**config.mk**
```make
export PLATFORM = sky130hd
export DESIGN_NAME = merlin_mtimer
export DESIGN_NICKNAME = d
export VERILOG_FILES = /design/src/rtl/merlin_mtimer_pkg.sv /design/src/rtl/merlin_mtimer_prescaler.sv /design/src/rtl/merlin_mtimer.sv
export SDC_FILE = /design/constraint.sdc
export NUM_CORES = 1
export LEC_CHECK = 0
export BUFFER_PORTS_ARGS = -buffer_cell sky130_fd_sc_hd__buf_2
export CAP_MARGIN = 40
export CORE_AREA = 2 2 180 182
export CTS_BUF_LIST = sky130_fd_sc_hd__clkbuf_8
export DETAILED_ROUTE_END_ITERATION = 8
export DIE_AREA = 0 0 182 184
export GPL_TIMING_DRIVEN = 0
export PLACE_DENSITY_LB_ADDON = 0.08
export SLEW_MARGIN = 20
export SYNTH_ARGS = -nofsm -noshare
export SYNTH_HDL_FRONTEND = slang
export SYNTH_HIERARCHICAL = 1
export SYNTH_SLANG_ARGS = --single-unit
```
**constraint.sdc**
```tcl
create_clock -name clk_i -period 11.7 [get_ports clk_i]
set_input_delay 1.17 -clock clk_i [delete_from_list [all_inputs] [get_ports clk_i]]
set_output_delay 1.17 -clock clk_i [all_outputs]
set_load 0.02 [all_outputs]
```
**src/rtl/merlin_mtimer_pkg.sv**
```systemverilog
// Shared constants for the merlin machine timer: register indices,
// CTRL bit positions and the mtimecmp reset value.
package merlin_mtimer_pkg;

    // Register index, decoded from treqaddr_i[4:2]
    localparam logic [2:0] C_MTIMER_MTIME_LO    = 3'd0;
    localparam logic [2:0] C_MTIMER_MTIME_HI    = 3'd1;
    localparam logic [2:0] C_MTIMER_MTIMECMP_LO = 3'd2;
    localparam logic [2:0] C_MTIMER_MTIMECMP_HI = 3'd3;
    localparam logic [2:0] C_MTIMER_CTRL        = 3'd4;
    localparam logic [2:0] C_MTIMER_PRESCALE    = 3'd5;

    // CTRL bit positions
    localparam int unsigned C_MTIMER_CTRL_EN = 0;
    localparam int unsigned C_MTIMER_CTRL_IE = 1;

    // mtimecmp resets to all ones so no interrupt is pending out of reset
    localparam logic [63:0] C_MTIMER_MTIMECMP_RESET = '1;

endpackage

```
**src/rtl/merlin_mtimer_prescaler.sv**
```systemverilog
// Prescale counter for the merlin machine timer. Emits a one-cycle tick
// each time the counter reaches the programmed prescale value.
module merlin_mtimer_prescaler
    import merlin_mtimer_pkg::*;
#(
    parameter int unsigned C_PRESCALE_SZ = 16
) (
    input  logic                     clk,
    input  logic                     rst,
    input  logic                     clk_en,
    input  logic                     en,
    input  logic                     clear,
    input  logic [C_PRESCALE_SZ-1:0] prescale,
    output logic                     tick
);

    logic [C_PRESCALE_SZ-1:0] count;

    assign tick = clk_en & en & (count == prescale);

    // Count while enabled; wrap to zero on reaching prescale, or when prescale is rewritten
    always_ff @(posedge clk or posedge rst) begin
        if (rst) begin
            count <= '0;
        end else if (clk_en) begin
            if (clear) begin
                count <= '0;
            end else if (en) begin
                count <= (count == prescale) ? '0 : count + 1'b1;
            end
        end
    end

endmodule

```
**src/rtl/merlin_mtimer.sv**
```systemverilog
// Memory-mapped 64-bit machine timer with compare interrupt, a target on the
// merlin32i data-port dreq/drsp handshake.
module merlin_mtimer
    import merlin_mtimer_pkg::*;
#(
    parameter int unsigned C_PRESCALE_SZ = 16
) (
    input  logic        clk_i,
    input  logic        reset_i,
    input  logic        clk_en_i,
    output logic        treqready_o,
    input  logic        treqvalid_i,
    input  logic        treqdvalid_i,
    input  logic [31:0] treqaddr_i,
    input  logic [31:0] treqdata_i,
    input  logic        trspready_i,
    output logic        trspvalid_o,
    output logic [31:0] trspdata_o,
    output logic        irq_o
);

    logic [63:0]              mtime;
    logic [63:0]              mtimecmp;
    logic [31:0]              hi_shadow;
    logic [1:0]               ctrl;
    logic [C_PRESCALE_SZ-1:0] prescale;
    logic                     tick;
    logic                     accept;
    logic                     wr;
    logic                     rd;
    logic [2:0]               idx;
    logic [31:0]              rdata;
    logic                     unused_addr;

    assign unused_addr = ^{treqaddr_i[31:5], treqaddr_i[1:0]};

    assign treqready_o = ~trspvalid_o | trspready_i;
    assign accept      = treqvalid_i & treqready_o;
    assign wr          = accept & treqdvalid_i;
    assign rd          = accept & ~treqdvalid_i;
    assign idx         = treqaddr_i[4:2];

    merlin_mtimer_prescaler #(
        .C_PRESCALE_SZ(C_PRESCALE_SZ)
    ) u_prescaler (
        .clk      (clk_i),
        .rst      (reset_i),
        .clk_en   (clk_en_i),
        .en       (ctrl[C_MTIMER_CTRL_EN]),
        .clear    (wr && idx == C_MTIMER_PRESCALE),
        .prescale (prescale),
        .tick     (tick)
    );

    // Read mux over current register values
    always_comb begin
        rdata = '0;
        case (idx)
            C_MTIMER_MTIME_LO:    rdata = mtime[31:0];
            C_MTIMER_MTIME_HI:    rdata = hi_shadow;
            C_MTIMER_MTIMECMP_LO: rdata = mtimecmp[31:0];
            C_MTIMER_MTIMECMP_HI: rdata = mtimecmp[63:32];
            C_MTIMER_CTRL:        rdata = {30'd0, ctrl};
            C_MTIMER_PRESCALE:    rdata = 32'(prescale);
            default:              rdata = '0;
        endcase
    end

    // mtime and shadow: a software write to either half beats the tick increment
    always_ff @(posedge clk_i or posedge reset_i) begin
        if (reset_i) begin
            mtime     <= '0;
            hi_shadow <= '0;
        end else if (clk_en_i) begin
            if (wr && idx == C_MTIMER_MTIME_LO) begin
                mtime[31:0] <= treqdata_i;
            end else if (wr && idx == C_MTIMER_MTIME_HI) begin
                mtime[63:32] <= treqdata_i;
            end else if (tick) begin
                mtime <= mtime + 64'd1;
            end
            if (wr && idx == C_MTIMER_MTIME_HI) begin
                hi_shadow <= treqdata_i;
            end else if (rd && idx == C_MTIMER_MTIME_LO) begin
                hi_shadow <= mtime[63:32];
            end
        end
    end

    // Compare, control and prescale registers
    always_ff @(posedge clk_i or posedge reset_i) begin
        if (reset_i) begin
            mtimecmp <= C_MTIMER_MTIMECMP_RESET;
            ctrl     <= '0;
            prescale <= '0;
        end else if (clk_en_i && wr) begin
            case (idx)
                C_MTIMER_MTIMECMP_LO: mtimecmp[31:0]  <= treqdata_i;
                C_MTIMER_MTIMECMP_HI: mtimecmp[63:32] <= treqdata_i;
                C_MTIMER_CTRL:        ctrl            <= treqdata_i[1:0];
                C_MTIMER_PRESCALE:    prescale        <= treqdata_i[C_PRESCALE_SZ-1:0];
                default:              ;
            endcase
        end
    end

    // Registered interrupt level from the current register values
    always_ff @(posedge clk_i or posedge reset_i) begin
        if (reset_i) begin
            irq_o <= 1'b0;
        end else if (clk_en_i) begin
            irq_o <= ctrl[C_MTIMER_CTRL_IE] & (mtime >= mtimecmp);
        end
    end

    // Single response register: load on read accept, clear on pop
    always_ff @(posedge clk_i or posedge reset_i) begin
        if (reset_i) begin
            trspvalid_o <= 1'b0;
            trspdata_o  <= '0;
        end else if (clk_en_i) begin
            if (rd) begin
                trspvalid_o <= 1'b1;
                trspdata_o  <= rdata;
            end else if (trspvalid_o && trspready_i) begin
                trspvalid_o <= 1'b0;
            end
        end
    end

endmodule

```
Word level (Yosys, flattened, before mapping)
Cells that the tools add are included.
- flip-flop bits (word level): 228
- bits of input ports: 70
- word-level logic and storage cells: 65
- add/sub/neg operators: 2
- $lt $le $gt $ge: 1
- equal/unequal tests: 7
- muxes and demuxes: 12
- bitwise operators: 10
- reduce and logical (&&, ||, !) cells: 22
- operator list (operator ; number):
    case mux 32 bit (6 select lines) ; 1
    two-way mux 32 bit ; 5
    adder 64 x 1 -> 64 bit (second input constant) ; 1
    >= comparator 64 bit ; 1
    two-way mux 64 bit ; 1
    two-way mux 16 bit ; 3
    adder 16 x 1 -> 16 bit (second input constant) ; 1
    equality test 16 bit ; 1
    AND reduction 2 bit ; 8
    nonzero test 2 bit ; 5
    bitwise AND 1 bit ; 6
    equality test 3 x 2 -> 1 bit (second input constant) ; 2
    equality test 3 bit (second input constant) ; 2
    logical AND 1 bit ; 6
    AND reduction 3 bit ; 2
    equality test 3 x 1 -> 1 bit (second input constant) ; 1
    zero test 3 bit ; 1
    inverter 1 bit ; 3
    two-way mux 1 bit ; 2
    inequality test 2 bit (second input constant) ; 1
    OR 1 bit ; 1

Logic depth before layout (Yosys ltp)
- word-level depth: 7
- mapped depth: 12

Hierarchy
The synthesis kept the hierarchy.
- modules (own cells, without submodules) (module ; times used ; cells an instance ; area an instance (µm²) ; sequential area each (µm²)):
    merlin_mtimer ; 1 ; 1380 ; 12741.0 ; 5385.2
    merlin_mtimer_prescaler ; 1 ; 132 ; 1227.4 ; 400.4

Worst setup path before layout
OpenSTA, ideal clock, no wires.
- path type: input port to flip-flop
- start: input port treqaddr_i[3]
- end: register prescale[0]
- data arrival time: 3.050 ns
- slack: 8.526 ns
- cell stages on the path: 8
- path buffers: 4
- cells stage by stage: buf_2 > nor2b_1 > and2_1 > clkbuf_1 > and3_1 > clkbuf_1 > clkbuf_1 > mux2_2
- word-level cells in the longest chain between the ends: 2
- ends and longest elaborated chain (element ; line ; source):
    from (decl) ; merlin_mtimer.sv:14 ; input logic [31:0] treqaddr_i,
    equality test 3 bit ; merlin_mtimer.sv:97 ; case (idx)
    AND reduction 2 bit (no line) ; -- ;
    to (signal assigned) ; merlin_mtimer.sv:101 ; C_MTIMER_PRESCALE: prescale <= treqdata_i[C_PRESCALE_SZ-1:0];
    to (decl) ; merlin_mtimer.sv:26 ; logic [C_PRESCALE_SZ-1:0] prescale;
No other way between the ends.
A chain may end at the register's enable or synchronous reset.

Worst setup path in the final report
- start: register u_prescaler.count[9]
- end: register mtime[16]
- word-level cells in the longest chain between the ends: 4
- ends and longest elaborated chain (element ; line ; source):
    from (decl) ; merlin_mtimer_prescaler.sv:17 ; logic [C_PRESCALE_SZ-1:0] count;
    from (signal assigned) ; merlin_mtimer_prescaler.sv:29 ; count <= (count == prescale) ? '0 : count + 1'b1;
    equality test 16 bit ; merlin_mtimer_prescaler.sv:19 ; assign tick = clk_en & en & (count == prescale);
    bitwise AND 1 bit ; merlin_mtimer_prescaler.sv:19 ;
    via tick ; merlin_mtimer.sv:27 ; logic tick;
    nonzero test 2 bit (no line) ; -- ;
    AND reduction 3 bit (no line) ; -- ;
    to (signal assigned) ; merlin_mtimer.sv:76 ; mtime[31:0] <= treqdata_i;
    to (signal assigned) ; merlin_mtimer.sv:80 ; mtime <= mtime + 64'd1;
    to (decl) ; merlin_mtimer.sv:22 ; logic [63:0] mtime;
The timed path passes the listed nets, and every way through them passes these cells.

==> results by group <==
Status
  – Status: completed

CTS
  – Worst-path clk slew: 0.06 ns
  – Clk Latency, worst-skew pair: 0.58 ns
  – CTS H-tree depth: 2
  – Clock root buffer: clkbuf_8
  – Postcts setup bufs: 0
  – Hold_buf cts: 0
  – CTS buffer count: 43
  – CTS tree: done
  – Clk sinks: 228
  – Post-CTS sizing: 0
  – Clock buffer depth: 3

GRT
  – Vias in the first global route: 12548
  – Antenna violations before repair: 3
  – GRT Resource Usage Total: 32.3%
  – First-pass GRT wire length: 79800 µm
  – Largest net degree at the start of global routing: 89
  – Total grt overflow: 0

Logic synthesis
  – Synth Area in Simple Gates: 18.1%
  – Area contributors post-synth: dfrtp_1, dfstp_2, ha_1, nand2_1, o21ai_0
  – Sequential cell area fraction in the yosys report: 41.4%
  – Mux share of post-synthesis cell area: 10.3%
  – Area share of fa/ha/maj cells after synthesis: 5.91%
  – Synth area leader: dfrtp_1
  – Synth unique cells: 79
  – Synth Instances: 1512
  – Post-synthesis compound-gate area fraction: 17.7%
  – Top_reg_cell synth: dfrtp_1
  – Cell Area, Synth: 0.0140 mm²
  – Asr flop ratio synth: 100%
  – Syn. warnings: 6
  – Syn_area_per_cell: 9.24 µm²
  – XOR/XNOR share of the synthesized area: 1.12%
  – Mapped Nets: 1648
  – Commonest cells in the netlist: nand2_1, dfrtp_1, o21ai_0, a21oi_1, inv_1
  – Post-synth top area share: 29.4%
  – Largest family of logic cells by synthesized area: simple AND/OR/NAND/NOR gates
  – Most numerous cell in the Yosys netlist: nand2_1
  – Post-synth EDFFs: 0
  – Register bit total from synthesis: 228

Place
  – Placer congestion estimate: 0.947
  – Dpl ws: 7.70 ns
  – Count of buffers from port buffering: 73
  – HPWL after DPL: 40300 µm
  – DP Cell Count: 1993

Finish
  – Storage cell area: 0.00579 mm²
  – Diodes inserted: 0
  – Area occupied by multi-input gates: 0.00742 mm²
  – Area Overhead vs Synth: 14.0%
  – Post-layout util: 50.7%
  – Fillers: 2983
  – Post-route insts no fill: 2078
  – Share of cells above drive strength 1: 19.6%
  – Fin nets: 1777

Routing
  – WL/cell: 25.7 µm
  – Post-route ant nets: 0
  – DRT iter0 DRCs: 1474
  – # DRC: 0
  – DR vias/cell: 6.24
  – Pre-antenna DRT Iters: 5
  – Vias: 12969
  – Routed WL: 53400 µm

Worst setup path
  – Critical-path cell list: xor2_1, nor4_2, nand4_1, nor2_1, inv_1, a41oi_1, o21a_1, clkbuf_1, buf_1, o21ai_0, a22oi_1
  – Worst EP arrival: 4.09 ns
  – Worst Path Required: 12.16 ns
  – Worst path top cell family by delay: buffers and inverters
  – Critical Path Source Type: flop
  – Critical path type: flop to flop
  – Crit-path max FO: 10
  – Slowest CP cell: buf_1
  – Slowest stage delay, CP: 0.52 ns
  – CP endpoint kind: flop
  – Crit path buf inv count: 3

STA
  – Final Worst Setup Slack: 8.07 ns
  – Worst Tran Pin Value: 0.847 ns
  – Relative slew slack: 43.3%
  – Final Hold Violating Endpoints: 0
  – Fin Clk Skew: 0.0285 ns
  – RSZ-0062 raised after global routing: false
  – Fin crit share: 31.0%
  – Setup TNS: 0 ns
  – # setup viols final: 0
  – Slew Viols, Final: 0
  – Min cycle time layout: 3.63 ns
  – F_max: 0.275 GHz

Die
  – Cell row count: 65
  – Core area: 0.0314 mm²
  – Die Ht: 184 µm
  – Die W: 182 µm
  – Boundary Pins: 105
  – Initial Util: 44.5%
  – Die area: 0.0335 mm²

Job
  – Max-cap violations: 0

Power
  – Maximum VDD drop: 0.0647 mV
  – Final Total Pwr: 2.50 mW
  – Static leakage: 6.96 nW
  – Pwr/cell area: 157 mW/mm²

Worst hold path
  – Worst min-delay path class: flop to flop
-- layout by cell type (no fill, tap or decap), types with 16 or more instances in the layout --
| master | instances |
|---|---|
| nand2_1 | 192 |
| dfrtp_1 | 164 |
| o21ai_0 | 128 |
| a21oi_1 | 117 |
| inv_1 | 107 |
| buf_2 | 81 |
| clkbuf_1 | 76 |
| nor2_1 | 68 |
| ha_1 | 66 |
| dfstp_2 | 64 |
| nand3_1 | 62 |
| clkbuf_8 | 57 |
| mux2_2 | 51 |
| nand4_1 | 45 |
| mux2i_1 | 28 |
| o22ai_1 | 22 |
| mux4_2 | 21 |
| nor3_1 | 19 |
| nor4_1 | 19 |
| a2bb2oi_1 | 18 |
| a21o_1 | 18 |
| and3_1 | 16 |
| xor2_1 | 16 |
-- tightest hold or removal path, cell delays in order, from the launching register on --
cell and delay [ns]:
dfrtp_1 0.33, nand2_1 0.04, o21ai_0 0.05
-- layout make-up --
| class | count | share of cell area, % |
|---|---|---|
| buffer | 95 | 2.55 |
| clock buffer | 57 | 4.93 |
| clock inverter | 23 | 0.998 |
| inverter | 97 | 2.33 |
| multi-input combinational | 1092 | 46.6 |
| sequential | 228 | 36.3 |
| tap | 402 | 3.16 |
| timing repair buffer | 84 | 3.10 |
-- power by group --
part	leakage, nW	switching, mW	internal, mW	total, mW
clock network	0.524	0.374	0.481	0.856
registers	2.70	0.144	0.956	1.10
logic	3.73	0.325	0.220	0.545
-- metal layers --
metal / routed length, µm / vias to the layer above / track usage (%)
met5: 8 / - / 0
met4: 1860 / 2 / 12.2
met3: 5100 / 120 / 6.77
met2: 23400 / 662 / 48.6
met1: 23100 / 6415 / 45.8
li1: - / 5770 / -
-- cells by family (layout without fill, tap and decap cells) --
family / after synthesis / after routing
buffers and inverters: 192 / 356
adders and majority gates: 66 / 66
DFF: 228 / 228
muxes: 108 / 108
AOI/OAI and AO/OA: 402 / 402
and+or+nand+nor: 499 / 499
xor gates and xnor gates: 17 / 17
-- metrics by stage --
step                instance area, µm²  hold slack (ns)
floorplan                        14000            0.441
global placement                 14800            0.460
detailed placement               14900            0.466
CTS                              15900            0.479
global route                     15900            0.495
finish                           15900            0.467
-- registers in the layout, indices dropped and copies added (netlist names) --
signal,cells
irq_o,1
hi_shadow,32
u_prescaler/count,16
mtime,64
trspvalid_o,1
ctrl,2
prescale,16
trspdata_o,32
mtimecmp,64
-- path summary, 6_finish.rpt --
kind | start | to | slack [ns] | depth (start not counted)
min in group asynchronous | reset_i | trspdata_o[15] | 0.60 | 2
max in group asynchronous | reset_i | mtimecmp[59] | 10.25 | 3
max reg2reg | u_prescaler/count[9] | mtime[16] | 8.07 | 11
max | u_prescaler/count[9] | mtime[16] | 8.07 | 11
min | trspdata_o[16] | trspdata_o[16] | 0.47 | 2
min reg2reg | trspdata_o[16] | trspdata_o[16] | 0.47 | 2
(Power assumes the default switching activity.)
